`config.mk`:
```
export PLATFORM = sky130hd
export DESIGN_NAME = l1_dcache
export DESIGN_NICKNAME = d
export VERILOG_FILES = /design/src/rtl/l1_dcache.sv
export SDC_FILE = /design/constraint.sdc
export NUM_CORES = 1
export LEC_CHECK = 0
export CORE_UTILIZATION = 40
export DETAILED_ROUTE_END_ITERATION = 8
export GPL_ROUTABILITY_DRIVEN = 0
export GPL_TIMING_DRIVEN = 1
export SETUP_SLACK_MARGIN = 0.4
export SLEW_MARGIN = 40
export SYNTH_ARGS = -nofsm -noshare
export SYNTH_HDL_FRONTEND = slang
export SYNTH_SLANG_ARGS = --single-unit
```
`constraint.sdc`:
```
create_clock -name clk_i -period 13.2 [get_ports clk_i]
set_input_delay 2.64 -clock clk_i [delete_from_list [all_inputs] [get_ports clk_i]]
set_output_delay 2.64 -clock clk_i [all_outputs]
set_load 0.01 [all_outputs]
```
`src/rtl/l1_dcache.sv`:
```
// Direct-mapped, write-back, write-allocate L1 data cache: 8 sets x 16-byte lines.
// Word hits complete combinationally; misses run optional write-back then line fill.
module l1_dcache (
  input  logic         clk_i,
  input  logic         rst_i,
  input  logic [15:0]  mem_address_i,
  input  logic         mem_read_i,
  input  logic         mem_write_i,
  input  logic [1:0]   mem_byte_enable_i,
  input  logic [15:0]  mem_wdata_i,
  output logic [15:0]  mem_rdata_o,
  output logic         mem_resp_o,
  output logic [15:0]  pmem_address_o,
  output logic         pmem_read_o,
  output logic         pmem_write_o,
  output logic [127:0] pmem_wdata_o,
  input  logic [127:0] pmem_rdata_i,
  input  logic         pmem_resp_i
);

  typedef enum logic [1:0] {
    IDLE      = 2'd0,
    WRITEBACK = 2'd1,
    ALLOCATE  = 2'd2
  } state_e;

  state_e       state_q, state_d;
  logic [7:0]   valid_q, valid_d;
  logic [7:0]   dirty_q, dirty_d;
  logic [8:0]   tag_q  [8];
  logic [127:0] data_q [8];

  logic [8:0]   req_tag;
  logic [2:0]   idx;
  logic [2:0]   off;
  logic [6:0]   lsb;
  logic         req;
  logic         hit;
  logic [127:0] cur_line;
  logic [127:0] merged_line;
  logic         hit_we;
  logic         fill_we;
  logic         unused_addr_bit;

  assign req_tag         = mem_address_i[15:7];
  assign idx             = mem_address_i[6:4];
  assign off             = mem_address_i[3:1];
  assign lsb             = {off, 4'b0000};
  assign unused_addr_bit = mem_address_i[0];
  assign req             = mem_read_i | mem_write_i;
  assign hit             = valid_q[idx] && (tag_q[idx] == req_tag);
  assign cur_line        = data_q[idx];

  always_comb begin
    merged_line = cur_line;
    if (mem_byte_enable_i[0]) merged_line[lsb +: 8]         = mem_wdata_i[7:0];
    if (mem_byte_enable_i[1]) merged_line[lsb + 7'd8 +: 8]  = mem_wdata_i[15:8];
  end

  always_comb begin
    state_d        = state_q;
    valid_d        = valid_q;
    dirty_d        = dirty_q;
    mem_resp_o     = 1'b0;
    mem_rdata_o    = 16'h0000;
    pmem_address_o = 16'h0000;
    pmem_read_o    = 1'b0;
    pmem_write_o   = 1'b0;
    pmem_wdata_o   = '0;
    hit_we         = 1'b0;
    fill_we        = 1'b0;
    case (state_q)
      IDLE: begin
        if (req) begin
          if (hit) begin
            mem_resp_o  = 1'b1;
            mem_rdata_o = cur_line[lsb +: 16];
            if (mem_write_i) begin
              hit_we = 1'b1;
              // an all-zero mask leaves the line untouched, so it stays clean
              if (mem_byte_enable_i != 2'b00) dirty_d[idx] = 1'b1;
            end
          end else if (valid_q[idx] && dirty_q[idx]) begin
            state_d = WRITEBACK;
          end else begin
            state_d = ALLOCATE;
          end
        end
      end
      WRITEBACK: begin
        pmem_write_o   = 1'b1;
        pmem_address_o = {tag_q[idx], idx, 4'b0000};
        pmem_wdata_o   = cur_line;
        if (pmem_resp_i) begin
          dirty_d[idx] = 1'b0;
          state_d      = ALLOCATE;
        end
      end
      ALLOCATE: begin
        pmem_read_o    = 1'b1;
        pmem_address_o = {req_tag, idx, 4'b0000};
        if (pmem_resp_i) begin
          fill_we      = 1'b1;
          valid_d[idx] = 1'b1;
          dirty_d[idx] = 1'b0;
          state_d      = IDLE;
        end
      end
      default: state_d = IDLE;
    endcase
  end

  always_ff @(posedge clk_i or posedge rst_i) begin
    if (rst_i) begin
      state_q <= IDLE;
      valid_q <= 8'h00;
      dirty_q <= 8'h00;
    end else begin
      state_q <= state_d;
      valid_q <= valid_d;
      dirty_q <= dirty_d;
    end
  end

  // tag/data arrays carry no reset; valid bits guard their contents
  always_ff @(posedge clk_i) begin
    if (fill_we) begin
      data_q[idx] <= pmem_rdata_i;
      tag_q[idx]  <= req_tag;
    end else if (hit_we) begin
      data_q[idx] <= merged_line;
    end
  end

endmodule

```
==> results by group, run 1 <==
Final layout
  – Area of the multi-input gates: 12200 µm²
  – Fill count: 9755
  – Layout Utilization: 48.4%
  – Storage cell area: 33400 µm²
  – Final nets: 3459
  – Layout cells sized above 1: 14.5%
  – Synth-to-layout area growth: 19.6%

Place
  – Port bufs: 324
  – DPL Wire Length: 99900 µm
  – Post-Place Worst Slack: 3.01 ns

STA
  – Post-route minimum period: 10.24 ns
  – TNS Setup: 0 ns
  – Max Transition Viols Final: 0
  – Hold Worst Slack: 0.465 ns
  – Hold Vio Cnt, Final: 0
  – Worst slew margin relative to its limit: 41.1%
  – Slew @ Worst Pin: 0.880 ns
  – Final Cycle Share: 77.6%
  – Clock skew: 0.0303 ns
  – Count of final setup violators: 0
  – Fmax: 0.0977 GHz
  – RSZ-0062 raised after global routing: no
  – Setup WS post-layout: 2.96 ns

GRT
  – Initial antenna violation count: 12
  – Gr usage total: 26.8%
  – Grt total ovfl: 0
  – Vias in the first global route: 28300
  – First-pass GRT wire length: 222000 µm
  – Largest net degree at the start of global routing: 101

CTS
  – CTS H-Tree Depth: 3
  – CTS Buf Count: 114
  – CTS Hold Bufs: 0
  – CTS tree: built
  – TritonCTS Sinks: 1114
  – CTS resizes: 0
  – Worst-path clk slew: 0.06 ns
  – Post-CTS Setup Bufs: 0
  – Clk_lat worst skew: 0.70 ns
  – CTS max path bufs: 3
  – Root buffer cell: clkbuf_16

Die
  – Die Area: 118000 µm²
  – Ports: 330
  – Rows: 124
  – Die width: 343 µm
  – Initial Util: 40.5%
  – Core Region: 115000 µm²
  – Die Ht: 343 µm

Logic synthesis
  – Simple-Gate Fraction of Synth Area: 5.21%
  – Gate Count Post-Synth: 2919
  – Post-synthesis area per instance: 15.9 µm²
  – Top post-synthesis cells by area: edfxtp_1 71%, a22oi_1 3.3%, mux2_1 2.9%
  – Mux contribution to synthesized area: 9.75%
  – Post-synthesis xor/xnor area fraction: 0.0565%
  – Count leader, synth: edfxtp_1
  – Synthesized flop and latch total: 1114
  – Post-synth EDFFs: 1096
  – Ys flop type: edfxtp_1
  – Synth area leader: edfxtp_1
  – Synth unique cells: 66
  – Most instantiated cells after synthesis: 1096 x edfxtp_1, 213 x nor2_1, 204 x a22oi_1, 158 x a21oi_1, 120 x mux2_1
  – Post-synthesis sequential area ratio: 71.8%
  – Mapped Area: 46500 µm²
  – Async S/R FF share, synth: 1.62%
  – Combinational family with the most area after synthesis: compound AO/OA/AOI/OAI gates
  – Post-synth top area share: 70.8%
  – Compound-Gate Fraction of Synth Area: 10.5%
  – Yosys warns: 0
  – Post-Synth Adder-Cell Area: 0.242%

Critical path
  – Largest stage delay on the critical path: 0.71 ns
  – Critical path type: primary input to output pin
  – Worst-path cell chain: buf_6 > buf_4 > buf_4 > and2_1 > buf_4 > a22oi_1 > o22ai_1 > nor2_1 > a211o_1 > o311a_1 > a211oi_1 > clkdlybuf4s50_1
  – Worst Path Max Fanout: 45
  – Crit path max-delay family: buffers and inverters
  – Critical path capture point type: output pin
  – Nature of the critical path startpoint: primary input
  – WP buf/inv: 5
  – Crit path top cell by count: buf_4
  – Critical Path AT: 7.60 ns
  – Req. time, crit path: 10.56 ns
  – Slowest CP cell: buf_4

Drt
  – DR vias: 30400
  – Avg WL per Cell: 32.8 µm
  – First drt pass iteration count: 6
  – 1st-iter DRT viols: 3994
  – # DRC: 0
  – Routed Antenna Nets: 0
  – Vias per inst: 6.22
  – Wirelength, routed: 160000 µm

Pwr
  – Lkg Pwr: 0.0179 µW
  – Peak VDD IR: 0.000119 V
  – Power Density: 149 nW/µm²

Status
  – Outcome: complete, no violations

Hold path
  – Hold WC Path Type: flip-flop to flip-flop

Run
  – Max Cap Violations: 0
-- cell type report --
cell class	count	share of cell area (%)
tap	1512	3.40
multi-input combinational	1579	21.9
sequential	1114	60.0
clock buffer	141	5.37
inverter	22	0.153
antenna	3	0.0135
clock inverter	61	1.11
timing repair buffer	452	8.05
-- power by group --
| group | internal (µW) | switching [µW] |
|---|---|---|
| registers | 4020 | 28.4 |
| logic | 387 | 689 |
| clock network | 1810 | 1340 |
-- worst paths after layout --
kind / endpoint / startpoint / slack [ns] / depth (start not counted)
worst min register to register: valid_q[2]$_DFFE_PP0P_ / valid_q[2]$_DFFE_PP0P_ / 0.47 / 1
max in group asynchronous: state_q[0]$_DFFE_PP0P_ / rst_i / 10.53 / 2
worst max-delay path: mem_rdata_o[4] / mem_address_i[6] / 2.96 / 12
worst max register to register: data_q[0][102]$_DFFE_PP_ / tag_q[7][8]$_DFFE_PP_ / 8.92 / 10
min in group asynchronous: async pin / rst_i / 2.32 / 2
worst min-delay path: valid_q[2]$_DFFE_PP0P_ / valid_q[2]$_DFFE_PP0P_ / 0.47 / 1
-- registers in the layout (all words and copies together), names as in the netlist, named ones only --
signal and count:
data_q 1024, valid_q 8, tag_q 72, state_q 2
-- per-stage QoR --
stage,area [µm²],power [µW],cells
after global placement,51600,5170,4661
final,55600,8280,4884
after global routing,55600,8480,4881
after CTS,55600,8290,4878
after detailed placement,52000,5180,4676
after floorplan,46500,4650,2922
-- layout by cell type, fill, tap and decap left out, types with 32 or more instances in the layout --
| cell type | count |
|---|---|
| o21ai_0 | 80 |
| buf_4 | 102 |
| nor2_1 | 201 |
| mux2_2 | 87 |
| a31oi_1 | 32 |
| a21oi_1 | 158 |
| clkbuf_16 | 115 |
| clkdlybuf4s50_1 | 314 |
| edfxtp_1 | 1096 |
| a22o_1 | 49 |
| mux2_1 | 120 |
| a22oi_1 | 204 |
| mux4_2 | 56 |
| and2_1 | 44 |
| and3_1 | 33 |
| nand2_1 | 85 |
| mux2i_1 | 94 |
| a221oi_1 | 83 |
-- logic make-up (layout without fill, tap and decap cells) --
| logic type | count (synthesis) | in the layout |
|---|---|---|
| compound gates | 702 | 702 |
| xor+xnor | 3 | 3 |
| fa+ha+maj | 9 | 9 |
| buf+inv | 229 | 676 |
| flops | 1114 | 1114 |
| mux | 357 | 357 |
| other cells | 1 | 7 |
| simple gates | 504 | 504 |
-- routing by layer --
layer  share of wire (%)  vias to the layer above  track usage (%)
li1                    -                    12500                -
met1                  41                    15800             39.0
met2                  44                     1903             39.9
met3                  11                      259             5.92
met4                 3.4                        0             8.72
met5                   0                        -                0
Power figures use the tool's default switching activity.
==> run 2, diff against run 1 <==
==> constraint.sdc (replaced) <==
create_clock -name clk_i -period 8.6 [get_ports clk_i]
set_input_delay 1.72 -clock clk_i [delete_from_list [all_inputs] [get_ports clk_i]]
set_output_delay 1.72 -clock clk_i [all_outputs]
set_load 0.01 [all_outputs]
==> results by group, run 2 (synthesis results as in run 1) <==
Status
  – Outcome: complete, no violations

Hold path
  – Hold_sp: valid_q[7]$_DFFE_PP0P_
  – Hold Path End: valid_q[7]$_DFFE_PP0P_
  – Cell depth of the worst hold path: 1 (unchanged)
  – Hold WC Path Type: flip-flop to flip-flop

GRT
  – Vias in the first global route: 28100 (-0.61%)
  – Met3 Use GR: 6.29% (+0.38 points)
  – Grt total ovfl: 0 (unchanged)
  – Largest net degree at the start of global routing: 93 (-7.9%)
  – Met1 usage: 38.8% (-0.22 points)
  – Initial antenna violation count: 13 (+1)
  – Met2 Use GR: 40.5% (+0.60 points)
  – Gr usage total: 26.9% (+0.12 points)
  – First-pass GRT wire length: 223000 µm (+0.33%)
  – Busiest grt layer: met2

Critical path
  – Critical R2R Launch: tag_q[6][8]$_DFFE_PP_
  – Critical path capture point type: output pin
  – Worst Path Max Fanout: 42 (-6.7%)
  – Req. time, crit path: 6.88 ns (-3.68 ns)
  – Critical path type: primary input to output pin
  – Critical Path AT: 5.79 ns (-1.81 ns)
  – Nature of the critical path startpoint: primary input
  – Reg2Reg Depth: 10 (unchanged)
  – FF-to-FF End: data_q[4][99]$_DFFE_PP_
  – Reg2reg setup slack: 4.65 ns (-4.27 ns)

Drt
  – DR vias: 30300 (-0.17%)
  – Wirelength, routed: 161000 µm (+0.31%)
  – # DRC: 0 (unchanged)
  – First drt pass iteration count: 5 (-1)
  – Vias per inst: 6.17 (-0.82%)
  – 1st-iter DRT viols: 3835 (-4.0%)
  – Avg WL per Cell: 32.7 µm (-0.34%)
  – Routed Antenna Nets: 0 (unchanged)

Final layout
  – Largest Register: data_q
  – Commonest non-fill, non-tap cell in the layout: edfxtp_1
  – Layout cells sized above 1: 15.5% (+1.0 points)
  – Fill count: 9809 (+0.55%)
  – Final nets: 3478 (+0.55%)
  – Layout Utilization: 48.8% (+0.36 points)
  – Max FFs per register: 1024 (unchanged)
  – Synth-to-layout area growth: 20.5%
  – Top flop regs: data_q: 1024 flops, tag_q: 72 flops, valid_q: 8 flops
  – Most frequent cells in the layout: 1096 x edfxtp_1, 314 x clkdlybuf4s50_1, 204 x a22oi_1

Die
  – Die Area: 118000 µm² (unchanged)
  – Initial Util: 40.5% (unchanged)
  – Core Region: 115000 µm² (unchanged)
  – Die Ht: 343 µm (unchanged)
  – Rows: 124 (unchanged)
  – Ports: 330 (unchanged)
  – Die width: 343 µm (unchanged)

CTS
  – TritonCTS Sinks: 1114 (unchanged)
  – Post-CTS Setup Bufs: 0 (unchanged)
  – Root buffer cell: clkbuf_16
  – Worst-path clk slew: 0.06 ns (about the same)
  – CTS Hold Bufs: 0 (unchanged)
  – CTS resizes: 0 (unchanged)
  – CTS max path bufs: 3 (unchanged)
  – CTS Buf Count: 114 (unchanged)
  – Clk_lat worst skew: 0.71 ns (about the same)
  – CTS H-Tree Depth: 3 (unchanged)
  – CTS tree: built

STA
  – RSZ-0062 raised after global routing: no
  – Max Transition Viols Final: 0 (unchanged)
  – Fmax: 0.133 GHz
  – Post-route minimum period: 7.51 ns
  – Final Cycle Share: 87.3%
  – TNS Setup: 0 ns (unchanged)
  – Count of final setup violators: 0 (unchanged)
  – Slew @ Worst Pin: 0.924 ns (+0.0435 ns)
  – Clock skew: 0.0155 ns (-0.0148 ns)
  – Worst slew margin relative to its limit: 38.2% (-2.9 points)
  – Hold Vio Cnt, Final: 0 (unchanged)

Place
  – DPL Wire Length: 101000 µm (+1.5%)
  – Port bufs: 324 (unchanged)

Pwr
  – Final Power: 12900 µW (+56%)
  – Lkg Pwr: 0.0182 µW (+1.4%)
  – Peak VDD IR: 0.000194 V (+63%)
  – Power Density: 230 nW/µm² (+55%)

Run
  – Max Cap Violations: 0 (unchanged)
## run 2: cell types whose count changed in the layout (fill, tap and decap cells not counted), sizes merged
cell,previous run,this run
buf,137,156
clkinv,47,55
clkinvlp,3,2
inv,22,28
bufinv,11,12
clkdlybuf4s18,0,1
diode,3,1
## run 2: per-layer routing
layer	vias up	wire (µm)	share of wire, %
met2	2004	71500	44
met5	-	58	0.036
met3	254	18800	12
met4	10	4990	3.1
li1	12500	-	-
met1	15500	65600	41
## run 2: report_power, final
group / switching [µW] / internal, µW / leakage [µW]
sequential: 43.4 / 6170 / 0.0101
combinational: 1060 / 604 / 0.00623
clock: 2120 / 2890 / 0.00187
total: 3230 / 9670 / 0.0182
## run 2: worst max-delay path by stage
| stage | slack, ns | start | endpoint |
|---|---|---|---|
| detailed placement | 1.28 | mem_address_i[6] | mem_rdata_o[9] |
| finish | 1.09 | mem_address_i[6] | mem_rdata_o[9] |
| floorplan | -0.89 | mem_address_i[4] | data_q[0][0]$_DFFE_PP_ |
| global placement | 1.26 | mem_address_i[6] | mem_rdata_o[9] |
| global route | 0.98 | mem_address_i[6] | mem_rdata_o[2] |
| CTS | 1.25 | mem_address_i[6] | mem_rdata_o[9] |
## run 2: area by class of cell
type                    count  area, µm²  share of cell area [%]
clock buffers             142       3070                    5.48
inverters                  22       85.1                   0.152
repair buffers            471       4750                    8.48
clock inverters            75        708                    1.26
well taps                1512       1890                    3.38
multi-input cells        1579      12200                    21.7
diodes                      1       2.50                 0.00447
flip-flops and latches   1114      33400                    59.5
## run 2: metrics by stage
| stage | cells | hold WS, ns | instance area [µm²] | setup slack (ns) |
|---|---|---|---|---|
| 2_1_floorplan | 2922 | 0.434 | 46500 | -0.894 |
| 3_3_place_gp | 4687 | 0.446 | 52000 | 1.26 |
| 3_5_place_dp | 4697 | 0.448 | 52200 | 1.28 |
| 4_1_cts | 4914 | 0.465 | 56000 | 1.25 |
| 5_1_grt | 4915 | 0.477 | 56000 | 0.983 |
| 6_report | 4916 | 0.467 | 56000 | 1.09 |
## run 2: worst max-delay path, stage by stage
cell             delay [ns]
buf_6                  0.38
buf_4                  0.26
nand2b_1               0.60
o22ai_1                0.24
o21ai_0                0.21
nand4_1                0.17
nor4_4                 0.26
buf_4                  0.27
nand3b_1               0.11
buf_4                  0.25
a211oi_1               0.55
clkdlybuf4s50_1        0.66
